## src/rtl/id_ex_stage.sv

```systemverilog
// rtl/id_ex_stage.sv - ID/EX pipeline register with load-use bubble and mispredict squash
// Optional load-use detection and bubble counter enabled by LOAD_USE_STALL_EN.
module id_ex_stage #(
  parameter int XLEN  = 32,
  parameter int CNT_W = 16
) (
  input  logic             clk,
  input  logic             rst_n,
  input  logic             valid_ID,
  input  logic [XLEN-1:0]  pc_ID,
  input  logic [XLEN-1:0]  rdata1_ID,
  input  logic [XLEN-1:0]  rdata2_ID,
  input  logic [XLEN-1:0]  imm_ID,
  input  logic [4:0]       rs1_ID,
  input  logic [4:0]       rs2_ID,
  input  logic [4:0]       rd_ID,
  input  logic             use_rs1_ID,
  input  logic             use_rs2_ID,
  input  logic             ASel_ID,
  input  logic             BSel_ID,
  input  logic             RegWen_ID,
  input  logic             MemRd_ID,
  input  logic             MemWen_ID,
  input  logic             mispredict_EX,
  input  logic             stall_ext,
  output logic [XLEN-1:0]  pc_EX,
  output logic [XLEN-1:0]  rdata1_EX,
  output logic [XLEN-1:0]  rdata2_EX,
  output logic [XLEN-1:0]  imm_EX,
  output logic [4:0]       rs1_EX,
  output logic [4:0]       rs2_EX,
  output logic [4:0]       rd_EX,
  output logic             valid_EX,
  output logic             ASel_EX,
  output logic             BSel_EX,
  output logic             RegWen_EX,
  output logic             MemRd_EX,
  output logic             MemWen_EX,
  output logic             stall_IF,
  output logic             stall_ID,
  output logic             flush_ID,
  output logic [CNT_W-1:0] lu_stall_cnt
);

  typedef enum logic [1:0] {RUN, LU_STALL, FLUSH} state_t;

  typedef struct packed {
    logic            valid;
    logic [XLEN-1:0] pc;
    logic [XLEN-1:0] rdata1;
    logic [XLEN-1:0] rdata2;
    logic [XLEN-1:0] imm;
    logic [4:0]      rs1;
    logic [4:0]      rs2;
    logic [4:0]      rd;
    logic            asel;
    logic            bsel;
    logic            regwen;
    logic            memrd;
    logic            memwen;
  } ex_t;

  state_t state_q, state_d;
  ex_t    ex_q, ex_d, id_pkt;
  logic   lu;

  always_comb begin
    id_pkt        = '0;
    id_pkt.valid  = 1'b1;
    id_pkt.pc     = pc_ID;
    id_pkt.rdata1 = rdata1_ID;
    id_pkt.rdata2 = rdata2_ID;
    id_pkt.imm    = imm_ID;
    id_pkt.rs1    = rs1_ID;
    id_pkt.rs2    = rs2_ID;
    id_pkt.rd     = rd_ID;
    id_pkt.asel   = ASel_ID;
    id_pkt.bsel   = BSel_ID;
    id_pkt.regwen = RegWen_ID;
    id_pkt.memrd  = MemRd_ID;
    id_pkt.memwen = MemWen_ID;
  end

`ifdef LOAD_USE_STALL_EN
  logic             cnt_inc;
  logic [CNT_W-1:0] cnt_q, cnt_d;

  // EX holds a bubble in LU_STALL, so the state gate only makes that explicit.
  assign lu = (state_q != LU_STALL) & ex_q.valid & ex_q.memrd & (ex_q.rd != 5'd0) & valid_ID &
              ((use_rs1_ID & (rs1_ID == ex_q.rd)) | (use_rs2_ID & (rs2_ID == ex_q.rd)));
  assign cnt_inc = lu & ~mispredict_EX & ~stall_ext;

  always_comb begin
    cnt_d = cnt_q;
    if (cnt_inc && !(&cnt_q)) cnt_d = cnt_q + CNT_W'(1);
  end

  always_ff @(posedge clk or negedge rst_n) begin
    if (!rst_n) cnt_q <= '0;
    else        cnt_q <= cnt_d;
  end

  assign lu_stall_cnt = cnt_q;
`else
  logic unused_lu_inputs;
  assign unused_lu_inputs = ^{use_rs1_ID, use_rs2_ID};
  assign lu               = 1'b0;
  assign lu_stall_cnt     = '0;
`endif

  always_comb begin
    ex_d    = ex_q;
    state_d = state_q;
    if (mispredict_EX) begin
      ex_d    = '0;
      state_d = FLUSH;
    end else if (stall_ext) begin
      ex_d    = ex_q;
      state_d = state_q;
    end else if (lu) begin
      ex_d    = '0;
      state_d = LU_STALL;
    end else begin
      ex_d    = valid_ID ? id_pkt : '0;
      state_d = RUN;
    end
  end

  always_ff @(posedge clk or negedge rst_n) begin
    if (!rst_n) begin
      ex_q    <= '0;
      state_q <= RUN;
    end else begin
      ex_q    <= ex_d;
      state_q <= state_d;
    end
  end

  // The flush must win over any stall so the upstream redirect is never held off.
  assign flush_ID = rst_n & mispredict_EX;
  assign stall_IF = rst_n & ~mispredict_EX & (stall_ext | lu);
  assign stall_ID = stall_IF;

  assign valid_EX  = ex_q.valid;
  assign pc_EX     = ex_q.pc;
  assign rdata1_EX = ex_q.rdata1;
  assign rdata2_EX = ex_q.rdata2;
  assign imm_EX    = ex_q.imm;
  assign rs1_EX    = ex_q.rs1;
  assign rs2_EX    = ex_q.rs2;
  assign rd_EX     = ex_q.rd;
  assign ASel_EX   = ex_q.asel;
  assign BSel_EX   = ex_q.bsel;
  assign RegWen_EX = ex_q.regwen;
  assign MemRd_EX  = ex_q.memrd;
  assign MemWen_EX = ex_q.memwen;

endmodule

```

## config.mk

```make
export PLATFORM = sky130hd
export DESIGN_NAME = id_ex_stage
export DESIGN_NICKNAME = d
export VERILOG_FILES = /design/src/rtl/id_ex_stage.sv
export SDC_FILE = /design/constraint.sdc
export NUM_CORES = 1
export LEC_CHECK = 0
export BUFFER_PORTS_ARGS = -buffer_cell sky130_fd_sc_hd__buf_2
export CAP_MARGIN = 20
export CORE_ASPECT_RATIO = 0.7
export CORE_MARGIN = 4
export CORE_UTILIZATION = 35
export CTS_CLUSTER_SIZE = 20
export DETAILED_ROUTE_END_ITERATION = 8
export PLACE_DENSITY = 0.74
export SYNTH_ARGS = -nofsm -noshare
export SYNTH_HDL_FRONTEND = slang
export SYNTH_SLANG_ARGS = --single-unit
export TNS_END_PERCENT = 30
```

## constraint.sdc

```tcl
create_clock -name clk -period 0.9 [get_ports clk]
set_clock_uncertainty 0.2 [all_clocks]
set_input_delay 0.135 -clock clk [delete_from_list [all_inputs] [get_ports clk]]
set_output_delay 0.135 -clock clk [all_outputs]
set_load 0.005 [all_outputs]
```

# Word-level counts from Yosys, hierarchy flattened
# Index checks and enable logic that the tools add are counted.
dict set report op_classes {
  bitwise_logic 4
  eq_ne 1
  mux 3
}
# cell n
set op_table {}
lappend op_table {{$mux W149} 3}
lappend op_table {{$and A1 B1 Y1} 3}
lappend op_table {{$ne A2 B2 Y1 const B} 1}
lappend op_table {{$not A1 Y1} 1}
dict set report totals {
  input_bits 155
  register_bits 149
  out_inout_bits 168
}

# Depth between registers and ports, before layout
# Gate-level depths: netlist of the first run.
dict set report depth {
  depth_word 3
  mapped_depth 4
}

# Least setup slack after synthesis of the first run
# OpenSTA, ideal clock, no wires.
dict set report synth_timing {
  path_kind {input -> register}
  startpoint {in valid_ID}
  endpoint {reg ex_q, in the netlist imm_EX[25]}
  setup_ps 122
  path_stages 4
  t_arrival_ps 830
  path_buffers 2
  slack_ps -251
  cell_sequence {nor2b_2 buf_6 buf_4 a32o_1}
}
dict set report synth_between {
  elab_chain_len 3
}
# element line_no
set synth_rtl {}
lappend synth_rtl {{from (decl)} 9} ;# input logic valid_ID,
lappend synth_rtl {{$mux W149} 124} ;# ex_d = valid_ID ? id_pkt : '0;
lappend synth_rtl {{$mux W149} 117} ;# end else if (stall_ext) begin
lappend synth_rtl {{$mux W149} 114} ;# if (mispredict_EX) begin
lappend synth_rtl {{to (signal assigned)} 131} ;# ex_q <= '0;
lappend synth_rtl {{to (signal assigned)} 134} ;# ex_q <= ex_d;
lappend synth_rtl {{to (decl)} 64} ;# ex_t ex_q, ex_d, id_pkt;
# No other way between the ends. The select of a mux whose other input is x is not followed.
# A chain may end at the register's enable or synchronous reset.

# Worst setup path after layout of the first run
dict set report layout_timing {
  startpoint {reg ex_q, in the netlist imm_EX[16]}
  endpoint {out imm_EX[16]}
}
# element line_no
set layout_lines {}
lappend layout_lines {{to (decl)} 29} ;# output logic [XLEN-1:0] imm_EX,
# No word-level cell between the ends.

==> impl_metrics.json, run 1 <==
{
  "drc_errors": 0,
  "swShare_pct": 23.72,
  "setup_viol": 238,
  "layout_setup_ws_ns": -0.4073,
  "clkPwrFrac_pct": 44.9,
  "nets": 1014,
  "clkLatencyLatePin_ns": 0.41,
  "ir_drop_v": 0.001105,
  "switchingPower_mw": 4.054,
  "antenna_left": 0,
  "hold_viol": 195,
  "fin_area_sq_um": 10020,
  "dp_hpwl_mm": 11.97,
  "yosys.area.top_type": "dfrtp_1",
  "coreArea_sq_um": 16300,
  "dr.pass1.iters": 5,
  "cpLargestDelayFamily": "flip-flops",
  "grtUsageMet1_pct": 23.32,
  "start_util_pct": 35.57,
  "row_count": 39,
  "max_freq_ghz": 0.7649,
  "crit_path_start_kind": "flip-flop",
  "drv_cap": 0,
  "portBuffers": 304,
  "rsz0062_at_grt": "true",
  "grt.overflow.total": 0,
  "grt.busiest_layer": "met2",
  "crit_required_ns": 0.56,
  "cts_root_buf": "clkbuf_16",
  "grt_max_degree": 67,
  "crit_fanout": 2,
  "fin_crit_sh_pct": 145.3,
  "internal_power_mw": 13.04,
  "hold_ws_ns": -0.4173,
  "crit_chain": "buf_2",
  "antenna_found_initial": 0,
  "grt.met3_usage_pct": 5.759,
  "first_iter_violations": 490,
  "r2r_start": "rdata2_EX[1]$_DFFE_PN0P_",
  "period_minus_slack_ns": 1.307,
  "cpPeakStageDelay_ns": 0.41,
  "powerDensity_nw_per_um2": 1706,
  "seq_power_share_pct": 41.5,
  "dpl_cell_area_sq_um": 7697,
  "yosysSeqAreaShare_pct": 64.32,
  "synthCells": 373,
  "die_area_sq_um": 18720,
  "io_pins": 323,
  "met2_usage_pct": 35.60,
  "vias": 5672,
  "cp-startpoint": "imm_EX[16]$_DFFE_PN0P_",
  "grt_pass1_vias": 5775,
  "final_cell_mix": "301 x buf_2, 149 x dfrtp_1, 146 x a32o_1, 105 x dlygate4sd3_1, 73 x buf_4",
  "cts_buffers": 17,
  "yosys_warnings": 0,
  "die_w_microns": 161.8,
  "netlist_area_sq_um": 5797,
  "wl_mm": 20.65,
  "synth_cell_types": 15,
  "fin_setup_tns_ns": -60.70,
  "crit_buf_inv": 1,
  "cts_sinks": 149,
  "hp-class": "in2async",
  "path_class": "reg2out",
  "yosys-top-cells-area": "dfrtp_1 64%, a32o_1 25%, buf_6 4.9%",
  "synth-seq-cells": 149,
  "via_per_inst": 5.166,
  "drv_slew": 0,
  "syn_to_final_growth_pct": 72.80,
  "combPwrFrac_pct": 13.6,
  "routabilityCongestion": 0.7512,
  "failed_checks": "hold timing, setup timing",
  "grt_pass1_wl_mm": 30.10,
  "fp.dieH_microns": 115.7,
  "status": "finished, violations left",
  "critPathSlowestCell": "dfrtp_1",
  "grt_usage_pct": 20.31,
  "avgSynthCellArea_sq_um": 15.54,
  "final_common_cell": "buf_2",
  "cp_data_arrival_time_ns": 0.97,
  "htreeDepth": 4,
  "drive_gt1_share_pct": 50.23,
  "yosys.area.top_type_share_pct": 64.32,
  "leakage_nw": 5.327,
  "cts.path.max_buffers": 2,
  "end_kind": "output pin",
  "clkTransAtPathRegs_ns": 0.07,
  "cts_tree": "built",
  "wl_per_cell_microns": 18.81
}
[synth_stat cells]
library cell / count
buf_4: 19
clkbuf_1: 1
buf_2: 20
nor2_1: 2
a21oi_1: 1
nand2_1: 2
inv_1: 1
buf_6: 25
and2_1: 1
dfrtp_1: 149
nor2b_2: 2
conb_1: 1
mux2i_1: 1
a32o_1: 147
nand3b_1: 1
[flip-flops by register name, indices dropped and copies added, names as in the netlist]
name       flops
rs2_EX         5
ASel_EX        1
RegWen_EX      1
MemWen_EX      1
valid_EX       1
rd_EX          5
rdata2_EX     32
pc_EX         32
MemRd_EX       1
rs1_EX         5
BSel_EX        1
rdata1_EX     32
imm_EX        32
[metal layers]
| metal | up-vias | routed length, microns |
|---|---|---|
| li1 | 2484 | - |
| met5 | - | 0 |
| met2 | 275 | 10910 |
| met1 | 2861 | 7818 |
| met3 | 52 | 1330 |
| met4 | 0 | 589 |
[cell type report]
class / instances / area, sq um
diodes: 1 / 2.502
clock buffers: 19 / 442.9
clock inverters: 13 / 193.9
fillers: 1238 / 6281
inverters: 1 / 6.256
multi-input cells: 173 / 1625
flip-flops and latches: 149 / 3729
well taps: 225 / 281.5
repair buffers: 517 / 3736
[what timing repair did]
action	4_1_cts	5_1_grt
gates cloned	0	0
setup endpoints to repair	211	294
hold endpoints to repair	298	194
hold buffers	118	1
resized for setup	11	18
setup buffers	17	37
pin swaps	55	78
[power groups by stage]
| stage | Sequential, mW | Clock [mW] | Combinational [mW] |
|---|---|---|---|
| after floorplan | 7.22 | 0 | 0.720 |
| after global placement | 7.19 | 0 | 1.69 |
| after detailed placement | 7.20 | 0 | 1.71 |
| after CTS | 7.08 | 7.80 | 2.17 |
| after global routing | 7.11 | 8.15 | 2.50 |
| final | 7.09 | 7.68 | 2.32 |
[path summary, 6_finish.rpt]
| path | slack [ns] | cells past startpoint | to |
|---|---|---|---|
| max in group asynchronous | 0.55 | 4 | rdata1_EX[4]$_DFFE_PN0P_ |
| worst max-delay path | -0.41 | 1 | imm_EX[16] |
| worst min-delay path | -0.42 | 3 | imm_EX[17]$_DFFE_PN0P_ |
| min in group clk | -0.22 | 2 | pc_EX[2]$_DFFE_PN0P_ |
| worst max register to register | -0.28 | 3 | rdata2_EX[1]$_DFFE_PN0P_ |
| worst min register to register | 0.28 | 1 | rs2_EX[0]$_DFFE_PN0P_ |
[cells by family (layout without fill, tap and decap cells)]
logic type / count (synthesis) / count (layout) / synth area share [%]
flops: 149 / 149 / 64.32
compound gates: 148 / 148 / 25.47
buf+inv: 66 / 550 / 9.173
simple gates: 8 / 8 / 0.7989
other cells: 1 / 17 / 0.06469
mux: 1 / 1 / 0.1727
[per-stage QoR]
step / power, mW / hold slack, ns / worst slack [ns] / utilization (%) / cells
floorplan: 7.944 / -0.3606 / -0.1790 / - / 388
global placement: 8.882 / 0.01446 / -0.3581 / 47.23 / 892
detailed placement: 8.908 / 0.01143 / -0.3787 / 47.23 / 892
CTS: 17.06 / -0.4303 / -0.4084 / 59.43 / 1059
global route: 17.76 / -0.4207 / -0.4514 / 61.45 / 1097
finish: 17.09 / -0.4173 / -0.4073 / 61.46 / 1098
Power figures use the tool's default switching activity.
==> run 2: changes to the inputs <==
--- a/config.mk
+++ b/config.mk
@@ -7,12 +7,11 @@
 export LEC_CHECK = 0
 export BUFFER_PORTS_ARGS = -buffer_cell sky130_fd_sc_hd__buf_2
 export CAP_MARGIN = 20
-export CORE_ASPECT_RATIO = 0.7
 export CORE_MARGIN = 4
-export CORE_UTILIZATION = 35
+export CORE_UTILIZATION = 40
 export CTS_CLUSTER_SIZE = 20
 export DETAILED_ROUTE_END_ITERATION = 8
-export PLACE_DENSITY = 0.74
+export PLACE_DENSITY = 0.82
 export SYNTH_ARGS = -nofsm -noshare
 export SYNTH_HDL_FRONTEND = slang
 export SYNTH_SLANG_ARGS = --single-unit
==> constraint.sdc (replaced) <==
create_clock -name clk -period 0.9 [get_ports clk]
set_clock_uncertainty 0.2 [all_clocks]
set_input_delay 0 -clock clk [delete_from_list [all_inputs] [get_ports clk]]
set_output_delay 0 -clock clk [all_outputs]
set_load 0.005 [all_outputs]
==> run 2 against run 1 <==
  * The flow still finishes with violations (hold timing, setup timing)
  * Flip-flop and latch count stayed put
  * Clock power is 7.8% lower
  * Combinational power is 2% lower
  * Register-to-register slack better by 0.10 ns
  * Critical path depth is 1 higher
  * Largest power group is now registers
==> impl_metrics.json, run 2 (synthesized netlist as in run 1, its figures left out) <==
{
  "status": "finished, violations left",
  "failed_checks": "hold timing, setup timing",
  "fp.dieH_microns": 128.4,
  "multiInputGateArea_sq_um": 1624,
  "rr_endpoint": "rdata2_EX[8]$_DFFE_PN0P_",
  "cts_buffers": 17,
  "rsz0062_at_grt": "true",
  "switchingPower_mw": 3.776,
  "cts.path.max_buffers": 2,
  "vias": 5848,
  "seq_power_share_pct": 43.2,
  "cpLargestDelayFamily": "flip-flops",
  "htreeDepth": 4,
  "start_util_pct": 41.28,
  "clkLatencyLatePin_ns": 0.40,
  "r2r_start": "rdata2_EX[8]$_DFFE_PN0P_",
  "combPwrFrac_pct": 13.8,
  "fin_setup_tns_ns": -39.56,
  "ir_drop_v": 0.001132,
  "coreArea_sq_um": 14040,
  "fin_area_sq_um": 9918,
  "hold_viol": 22,
  "crit_fanout": 2,
  "syn_to_final_growth_pct": 71.10,
  "wl_mm": 21.11,
  "dp_hpwl_mm": 11.26,
  "fin_crit_sh_pct": 138.9,
  "antenna_left": 0,
  "r2r_setup_slack_ns": -0.18,
  "powerDensity_nw_per_um2": 1660,
  "ctsHoldBuffers": 152,
  "hp-class": "in2async",
  "routabilityCongestion": 0.7874,
  "pre_cts_ws_ns": -0.2769,
  "finalPower_mw": 16.46,
  "leakage_nw": 5.175,
  "slew_headroom_pct": 59.76,
  "worst-r2r-cell-count": 2,
  "hold_ws_ns": -0.4574,
  "io_pins": 323,
  "period_minus_slack_ns": 1.250,
  "drv_cap": 0,
  "via_per_inst": 5.543,
  "crit_required_ns": 0.70,
  "clkTransAtPathRegs_ns": 0.06,
  "die_area_sq_um": 16480,
  "grt_usage_pct": 23.57,
  "grt.overflow.total": 0,
  "dr.pass1.iters": 6,
  "grt_max_degree": 76,
  "internal_power_mw": 12.68,
  "drv_slew": 0,
  "row_count": 43,
  "critPathSlowestCell": "dfrtp_1",
  "swShare_pct": 22.94,
  "portBuffers": 304,
  "crit_chain": "buf_6, buf_6",
  "layout_setup_ws_ns": -0.3504,
  "cts_tree": "built",
  "clkPwrFrac_pct": 43.0,
  "cp_common_cell": "buf_6",
  "drive_gt1_share_pct": 46.62,
  "tightest_slew_ns": 0.6035,
  "end_kind": "output pin",
  "final_cell_mix": "293 x buf_2, 150 x dlygate4sd3_1, 149 x dfrtp_1, 142 x a32o_1, 47 x buf_4",
  "grt_pass1_wl_mm": 30.61,
  "nets": 1018,
  "die_w_microns": 128.4,
  "crit_buf_inv": 2,
  "path_class": "reg2out",
  "antenna_found_initial": 0,
  "first_iter_violations": 420,
  "cts_root_buf": "clkbuf_16",
  "final_common_cell": "buf_2",
  "cpPeakStageDelay_ns": 0.41,
  "setup_viol": 236,
  "wl_per_cell_microns": 20.01,
  "dpl_cell_area_sq_um": 7363,
  "crit_path_start_kind": "flip-flop",
  "drc_errors": 0,
  "grt_pass1_vias": 5958,
  "cts_sinks": 149,
  "fill_cells": 873,
  "cp_data_arrival_time_ns": 1.05,
  "max_freq_ghz": 0.7997,
  "seqCellArea_sq_um": 3729
}
==> run 2: worst register-to-register path: cells and delay by family, from the launching register on <==
family | cells | cell delay [ns]
flip-flops | 1 | 0.38
AO/OA/AOI/OAI | 1 | 0.23
buffers and inverters | 1 | 0.15
==> run 2: per-layer routing <==
metal  vias to the layer above  share of wire (%)  track usage, %  routed length (microns)
met1                      2913                 34           24.96                     7131
met2                       377                 54           44.10                    11500
met3                        68                8.2           6.019                     1726
met5                         -                  0               0                        0
li1                       2490                  -               -                        -
met4                         0                3.6           9.925                      755
==> run 2: stage by stage <==
stage	cells	hold slack [ns]	util [%]
5_1_grt	1053	-0.4498	70.60
4_1_cts	1033	-0.1671	69.34
6_report	1055	-0.4574	70.63
2_1_floorplan	388	-0.4956	-
3_3_place_gp	830	-0.3771	52.44
3_5_place_dp	830	-0.3768	52.44
==> run 2: worst max-delay path by stage <==
stage	from	endpoint	slack, ns	depth (start not counted)
after CTS	pc_EX[21]$_DFFE_PN0P_	pc_EX[21]	-0.38	2
after floorplan	valid_ID	imm_EX[0]$_DFFE_PN0P_	-0.04	4
after global placement	mispredict_EX	imm_EX[24]$_DFFE_PN0P_	-0.21	4
final	pc_EX[21]$_DFFE_PN0P_	pc_EX[21]	-0.35	2
after global routing	pc_EX[21]$_DFFE_PN0P_	pc_EX[21]	-0.39	2
after detailed placement	stall_ext	imm_EX[8]$_DFFE_PN0P_	-0.28	4
==> run 2: power groups by stage <==
stage          clock (mW)  combinational, mW  sequential (mW)
6_report             7.08               2.27             7.11
5_1_grt              7.53               2.43             7.13
3_3_place_gp            0               1.46             7.19
4_1_cts              7.21               2.13             7.09
2_1_floorplan           0              0.719             7.22
3_5_place_dp            0               1.53             7.21
==> run 2: cell type report <==
type	count	area share, %
tap	180	2.271
sequential	149	37.59
antenna	2	0.05046
timing repair buffer	521	37.73
clock inverter	9	1.312
inverter	1	0.06308
clock buffer	20	4.605
multi-input combinational	173	16.37
==> run 2: repair_timing <==
action | in CTS | in global routing
endpoints found under the hold margin | 298 | 15
pin swaps | 87 | 52
gates cloned | 0 | 0
gates resized for setup | 20 | 10
buffers inserted | 22 | 20
endpoints found under the setup margin | 234 | 433
